$ cat src/rtl/fetch_pkg.sv
// rtl/fetch_pkg.sv - shared widths, reset address and state encoding for the fetch unit
// Contents:
//   AddrWidth / InstrWidth : address and instruction widths
//   DefaultResetPc         : default first fetch address
//   fetch_state_e          : 2-bit fetch FSM encoding
//   align_pc()             : clears the two byte-offset bits of an address
package fetch_pkg;

    localparam int AddrWidth  = 64;
    localparam int InstrWidth = 32;
    localparam int CountWidth = 32;

    localparam logic [AddrWidth-1:0] DefaultResetPc = 64'h0;

    typedef enum logic [1:0] {
        ST_IDLE  = 2'b00,
        ST_REQ   = 2'b01,
        ST_HOLD  = 2'b10,
        ST_FAULT = 2'b11
    } fetch_state_e;

    function automatic logic [AddrWidth-1:0] align_pc(input logic [AddrWidth-1:0] pc);
        return {pc[AddrWidth-1:2], 2'b00};
    endfunction

endpackage

$ cat src/rtl/pc_fetch_unit_if.sv
// rtl/pc_fetch_unit_if.sv - instruction-memory and decode handshake bundle for the fetch unit
// Signals:
//   IMemReq/IMemAddr      : read request and address toward instruction memory
//   IMemAck/IMemData      : memory response strobe and returned word
//   Instruction/InstrValid: fetched word held for decode
//   InstrTaken/NextPC     : retire strobe and the address to fetch next
// Modports: master = fetch unit, slave = memory/core environment.
interface pc_fetch_unit_if;
    import fetch_pkg::*;

    logic                  IMemReq;
    logic [AddrWidth-1:0]  IMemAddr;
    logic                  IMemAck;
    logic [InstrWidth-1:0] IMemData;
    logic [InstrWidth-1:0] Instruction;
    logic                  InstrValid;
    logic                  InstrTaken;
    logic [AddrWidth-1:0]  NextPC;

    modport master (
        output IMemReq,
        output IMemAddr,
        input  IMemAck,
        input  IMemData,
        output Instruction,
        output InstrValid,
        input  InstrTaken,
        input  NextPC
    );

    modport slave (
        input  IMemReq,
        input  IMemAddr,
        output IMemAck,
        output IMemData,
        input  Instruction,
        input  InstrValid,
        output InstrTaken,
        output NextPC
    );

endinterface

$ cat src/rtl/pc_fetch_unit.sv
// rtl/pc_fetch_unit.sv - single-outstanding instruction fetch FSM with PC register and retire counter
// Ports:
//   CLK, Reset    : clock, asynchronous active-high reset
//   bus (master)  : memory request/response and decode handshake
//   CurrentPC     : address being fetched or held for decode
//   FetchCount    : retired instruction count, wraps modulo 2^32
//   MisalignFault : sticky, set when a retire offers a non word-aligned NextPC
module pc_fetch_unit
    import fetch_pkg::*;
#(
    parameter logic [AddrWidth-1:0] ResetPC = DefaultResetPc
) (
    input  logic                  CLK,
    input  logic                  Reset,
    pc_fetch_unit_if.master       bus,
    output logic [AddrWidth-1:0]  CurrentPC,
    output logic [CountWidth-1:0] FetchCount,
    output logic                  MisalignFault
);

    localparam logic [AddrWidth-1:0] ResetPcAligned = align_pc(ResetPC);

    fetch_state_e          state_q, state_d;
    logic [AddrWidth-1:0]  current_pc_q, current_pc_d;
    logic [InstrWidth-1:0] instruction_q, instruction_d;
    logic [CountWidth-1:0] fetch_count_q, fetch_count_d;
    logic                  misalign_q, misalign_d;
    logic                  imem_req_q, imem_req_d;
    logic                  instr_valid_q, instr_valid_d;

    always_comb begin
        state_d       = state_q;
        current_pc_d  = current_pc_q;
        instruction_d = instruction_q;
        fetch_count_d = fetch_count_q;
        misalign_d    = misalign_q;

        unique case (state_q)
            ST_IDLE: state_d = ST_REQ;
            ST_REQ: begin
                if (bus.IMemAck) begin
                    instruction_d = bus.IMemData;
                    state_d       = ST_HOLD;
                end
            end
            ST_HOLD: begin
                if (bus.InstrTaken) begin
                    if (bus.NextPC[1:0] == 2'b00) begin
                        current_pc_d  = bus.NextPC;
                        fetch_count_d = fetch_count_q + 1'b1;
                        state_d       = ST_REQ;
                    end else begin
                        misalign_d = 1'b1;
                        state_d    = ST_FAULT;
                    end
                end
            end
            ST_FAULT: state_d = ST_FAULT;
            default:  state_d = ST_IDLE;
        endcase

        // Request and valid are registered decodes of the next state, so they
        // line up exactly with the state they describe without a combinational path.
        imem_req_d    = (state_d == ST_REQ);
        instr_valid_d = (state_d == ST_HOLD);
    end

    always_ff @(posedge CLK or posedge Reset) begin
        if (Reset) begin
            state_q       <= ST_IDLE;
            current_pc_q  <= ResetPcAligned;
            instruction_q <= '0;
            fetch_count_q <= '0;
            misalign_q    <= 1'b0;
            imem_req_q    <= 1'b0;
            instr_valid_q <= 1'b0;
        end else begin
            state_q       <= state_d;
            current_pc_q  <= current_pc_d;
            instruction_q <= instruction_d;
            fetch_count_q <= fetch_count_d;
            misalign_q    <= misalign_d;
            imem_req_q    <= imem_req_d;
            instr_valid_q <= instr_valid_d;
        end
    end

    assign bus.IMemReq     = imem_req_q;
    assign bus.IMemAddr    = current_pc_q;
    assign bus.Instruction = instruction_q;
    assign bus.InstrValid  = instr_valid_q;
    assign CurrentPC       = current_pc_q;
    assign FetchCount      = fetch_count_q;
    assign MisalignFault   = misalign_q;

endmodule
$ cat src/flat_wrapper.sv
// flat-port wrapper written by rule: the top's interface ports become plain ports
module pc_fetch_unit_flat import fetch_pkg::*;
#(
    parameter logic [AddrWidth-1:0] ResetPC = DefaultResetPc
)
  (CLK, Reset, CurrentPC, FetchCount, MisalignFault, bus_IMemReq, bus_IMemAddr, bus_IMemAck, bus_IMemData, bus_Instruction, bus_InstrValid, bus_InstrTaken, bus_NextPC);
  pc_fetch_unit_if bus_i ();
  input  logic CLK;
  input  logic Reset;
  output logic [AddrWidth-1:0] CurrentPC;
  output logic [CountWidth-1:0] FetchCount;
  output logic MisalignFault;
  output wire logic [$bits(bus_i.IMemReq)-1:0] bus_IMemReq;
  output wire logic [$bits(bus_i.IMemAddr)-1:0] bus_IMemAddr;
  input wire logic [$bits(bus_i.IMemAck)-1:0] bus_IMemAck;
  input wire logic [$bits(bus_i.IMemData)-1:0] bus_IMemData;
  output wire logic [$bits(bus_i.Instruction)-1:0] bus_Instruction;
  output wire logic [$bits(bus_i.InstrValid)-1:0] bus_InstrValid;
  input wire logic [$bits(bus_i.InstrTaken)-1:0] bus_InstrTaken;
  input wire logic [$bits(bus_i.NextPC)-1:0] bus_NextPC;
  assign bus_IMemReq = bus_i.IMemReq;
  assign bus_IMemAddr = bus_i.IMemAddr;
  assign bus_i.IMemAck = bus_IMemAck;
  assign bus_i.IMemData = bus_IMemData;
  assign bus_Instruction = bus_i.Instruction;
  assign bus_InstrValid = bus_i.InstrValid;
  assign bus_i.InstrTaken = bus_InstrTaken;
  assign bus_i.NextPC = bus_NextPC;
  pc_fetch_unit #(.ResetPC(ResetPC)) u_core (.CLK(CLK), .Reset(Reset), .bus(bus_i), .CurrentPC(CurrentPC), .FetchCount(FetchCount), .MisalignFault(MisalignFault));
endmodule
$ cat config.mk
export PLATFORM = sky130hd
export DESIGN_NAME = pc_fetch_unit_flat
export DESIGN_NICKNAME = d
export VERILOG_FILES = /design/src/rtl/fetch_pkg.sv /design/src/rtl/pc_fetch_unit_if.sv /design/src/rtl/pc_fetch_unit.sv /design/src/flat_wrapper.sv
export SDC_FILE = /design/constraint.sdc
export NUM_CORES = 1
export LEC_CHECK = 0
export CAP_MARGIN = 10
export CORE_MARGIN = 8
export CORE_UTILIZATION = 57
export CTS_BUF_LIST = sky130_fd_sc_hd__clkbuf_8
export CTS_CLUSTER_SIZE = 8
export DETAILED_ROUTE_END_ITERATION = 12
export DONT_BUFFER_PORTS = 1
export PLACE_DENSITY_LB_ADDON = 0.05
export SYNTH_ARGS = -nofsm -noshare
export SYNTH_HDL_FRONTEND = slang
export SYNTH_SLANG_ARGS = --single-unit
$ cat constraint.sdc
create_clock -name CLK -period 3.9 [get_ports CLK]
set_clock_uncertainty 0.1 [all_clocks]
set_input_delay 0.585 -clock CLK [delete_from_list [all_inputs] [get_ports CLK]]
set_output_delay 0.585 -clock CLK [all_outputs]
set_load 0.05 [all_outputs]
==> metrics.log <==
[metrics] run status: complete, no violations
[metrics] fmax: 382 MHz
[metrics] Adder-Cell Fraction of Synth Area: 0.00218
[metrics] global-route wire length before repair: 21.5 mm
[metrics] number of buffers inserted to repair setup after CTS: 0
[metrics] maximum number of pins on one net before global-route repair: 134
[metrics] Die Wd: 116 µm
[metrics] fraction of synthesized area in multiplexers: 0.0629
[metrics] actual slew at the worst max-slew pin: 0.985 ns
[metrics] number of buffers created by CTS: 17
[metrics] cell seen most often among critical-path stages: sky130_fd_sc_hd__nand4_1
[metrics] remaining global-route overflow: 0
[metrics] via count of the first global-routing pass: 3867
[metrics] internal reg-to-reg setup slack: 1.28 ns
[metrics] Global Route Usage Sum: 0.213
[metrics] final weighted congestion of routability-driven global placement: 0.785
[metrics] crit path capture type: flop
[metrics] max-capacitance violation count: 0
[metrics] vertical die dimension: 116 µm
[metrics] routed len/inst: 22.5 µm
[metrics] Worst EP arrival: 2.80 ns
[metrics] proportion of layout cells with a drive suffix above 1: 0.152
[metrics] post-route minimum period: 2.62 ns
[metrics] layout-stage area growth over the synthesis result: 2.10%
[metrics] Sink Count: 133
[metrics] number of antenna violations at the first check in global routing: 0
[metrics] setup repair after global routing missed its margin: no
[metrics] Critical Path RT: 4.08 ns
[metrics] crit-path leading delay family: simple AND/OR/NAND/NOR gates
[metrics] clock transition at the registers of the reported paths: 0.08 ns
[metrics] initial core utilization: 0.586
[metrics] maximum fanout along the worst path: 7
[metrics] CTS tree: done
[metrics] Min-Delay Path Class: input pin to asynchronous set/reset pin
[metrics] total die area: 13500 µm²
[metrics] final-report setup violation count: 0
[metrics] n_diodes: 0
[metrics] multi-input gate area in the final layout: 1840 µm²
[metrics] simple logic cell fraction of the synthesized area: 0.203
[metrics] CTS Hold Bufs: 0
[metrics] first-pass iteration count of the detailed router: 4
[metrics] Std-Cell Core Area: 9770 µm²
[metrics] area share of xor/xnor cells in the synthesized design: 0.0474
[metrics] number of hold violations in the final report: 0
[metrics] # nets final: 596
[metrics] compound-gate portion of the synthesized area: 0.00306
[metrics] post-synthesis cell type count: 29
[metrics] H-tree depth reported by CTS: 4
[metrics] main combinational cell family by area after synthesis: simple AND/OR/NAND/NOR gates
[metrics] share of the core filled with cells in the final layout: 0.599
[metrics] summed instance area of the synthesized netlist: 5730 µm²
[metrics] overall via count from detail_route: 3529
[metrics] launching element type of the critical path: flop
[metrics] relative slew slack: 0.343
[metrics] worst r2r dst: u_core.FetchCount[21]
[metrics] clock root buffer master: sky130_fd_sc_hd__clkbuf_8
[metrics] cell chain of the critical path: nand4_1 -> nor4_1 -> clkbuf_2 -> nand4_1 -> xnor2_1
[metrics] max-slew violation count: 0
[metrics] IR Drop Worst-Case VDD: 334 µV
[metrics] most used cells in the layout excluding fill and tap cells: sky130_fd_sc_hd__nand2_1 (199), sky130_fd_sc_hd__dfrtp_1 (133), sky130_fd_sc_hd__mux2_2 (32)
[metrics] post-synthesis async set-or-reset flop share: 1.00
[metrics] WS Path Type: flop to flop
[metrics] cell leakage power: 0.00301 µW
[metrics] net count after synthesis: 654
[metrics] overall routed net length: 14.4 mm
[metrics] r2r startpoint: u_core.FetchCount[2]
[metrics] final-layout fill cell count: 835
[metrics] Antenna Violating Nets Remaining: 0
[metrics] Vias per Instance: 5.51
[metrics] Pwr per Cell Area: 617 nW/µm²
[metrics] count of warnings emitted by yosys: 0
[metrics] EDFF count, synth: 0
[metrics] clock insertion delay at the later pin of the skew report: 0.43 ns
[metrics] most common cell after layout, fill and taps aside: sky130_fd_sc_hd__nand2_1
[metrics] crit-path max cell delay: 0.76 ns
[metrics] number of top-level pins: 295
[metrics] Post-synth top flop: sky130_fd_sc_hd__dfrtp_1
[metrics] Mean Syn Cell Area: 10.4 µm²
[metrics] sequential area share after synthesis: 0.581
[metrics] Reg area: 3330 µm²
[metrics] final sum of negative setup slack: 0 ns
[metrics] Critical path buffers and inverters: 1
[metrics] reg2reg path depth: 5
[metrics] critical path's slowest cell: sky130_fd_sc_hd__dfrtp_1
[metrics] Site Rows: 36
[metrics] Tcrit/Tclk final: 0.671
[metrics] Clock Path Buffers: 2
[metrics] drt drc: 0
[metrics] total of cells resized after clock tree synthesis: 0
[metrics] I/O Buffers: 0
[metrics] post-synthesis register bit count: 133
[metrics] half-perimeter wire length after detailed placement: 10.5 mm
[metrics] Syn Inst Count: 553
[metrics] violation count after the first detailed-route iteration: 244
## kinds of logic (layout without fill, tap and decap cells)
| kind of cell | count (synthesis) | count (layout) |
|---|---|---|
| AO/OA/AOI/OAI | 3 | 3 |
| XOR/XNOR | 31 | 31 |
| adder cells (fa/ha/maj) | 1 | 1 |
| buffers and inverters | 89 | 44 |
| flip-flops | 133 | 133 |
| multiplexers | 32 | 32 |
| AND/OR/NAND/NOR | 264 | 264 |
## per-layer routing
| layer | wire length (µm) | track usage | part of all wire | vias up |
|---|---|---|---|---|
| met1 | 5370 | 0.233 | 0.37 | 1723 |
| met3 | 1630 | 0.0962 | 0.11 | 20 |
| li1 | - | - | - | 1593 |
| met2 | 7210 | 0.357 | 0.50 | 193 |
| met4 | 190 | 0.0795 | 0.013 | 0 |
| met5 | 0 | 0 | 0 | - |
## synthesized netlist by cell type, types with 3 or more instances
library cell	n	area [µm²]
sky130_fd_sc_hd__xnor2_1	13	114
sky130_fd_sc_hd__xor2_1	18	158
sky130_fd_sc_hd__nor2_1	6	22.5
sky130_fd_sc_hd__clkbuf_1	17	63.8
sky130_fd_sc_hd__nor4_2	3	37.5
sky130_fd_sc_hd__nand2_1	199	747
sky130_fd_sc_hd__and2_1	6	37.5
sky130_fd_sc_hd__nor3_1	10	50.1
sky130_fd_sc_hd__and4_1	6	52.6
sky130_fd_sc_hd__buf_4	64	480
sky130_fd_sc_hd__mux2_2	32	360
sky130_fd_sc_hd__inv_1	6	22.5
sky130_fd_sc_hd__nand4_1	14	87.6
sky130_fd_sc_hd__nand3_1	7	35.0
sky130_fd_sc_hd__dfrtp_1	133	3330
## area by class of cell
| class | instances | share of cell area |
|---|---|---|
| clock buffer | 17 | 0.0400 |
| clock inverter | 15 | 0.0346 |
| inverter | 6 | 0.00449 |
| multi-input combinational | 331 | 0.314 |
| sequential | 133 | 0.569 |
| tap | 133 | 0.0284 |
| timing repair buffer | 6 | 0.00941 |
## flip-flops by register name, summed over array words and instances (netlist names)
name and count:
u_core.state_q 2, u_core.MisalignFault 1, u_core.FetchCount 32, u_core.bus.Instruction 32, u_core.bus.InstrValid 1, u_core.bus.IMemReq 1, u_core.CurrentPC 64
## how the worst max path moves through the flow
stage                          from  cells past startpoint                    end
2_1_floorplan  u_core.FetchCount[2]                      5  u_core.FetchCount[28]
6_report       u_core.FetchCount[2]                      5  u_core.FetchCount[21]
3_5_place_dp          bus_NextPC[1]                      4  u_core.FetchCount[30]
5_1_grt        u_core.FetchCount[2]                      5  u_core.FetchCount[21]
3_3_place_gp          bus_NextPC[1]                      4  u_core.FetchCount[29]
4_1_cts        u_core.FetchCount[2]                      4  u_core.FetchCount[30]
## power breakdown
group	total, µW	internal [µW]	switching, µW	leakage, µW
sequential	2210	1480	734	0.00176
clock	1250	702	547	0.000217
combinational	145	69.5	75.1	0.00103
## per-stage QoR
stage	power, µW	worst slack [ns]	std cells	area [µm²]	hold slack (ns)
after floorplan	2400	1.51	553	5730	0.459
after global placement	2390	1.21	608	5410	0.510
after detailed placement	2390	1.07	608	5410	0.518
after CTS	3640	1.09	640	5850	0.134
after global routing	3740	1.17	641	5850	0.140
final	3610	1.28	641	5850	0.161
Note: power is estimated with default switching activity, not from simulation.
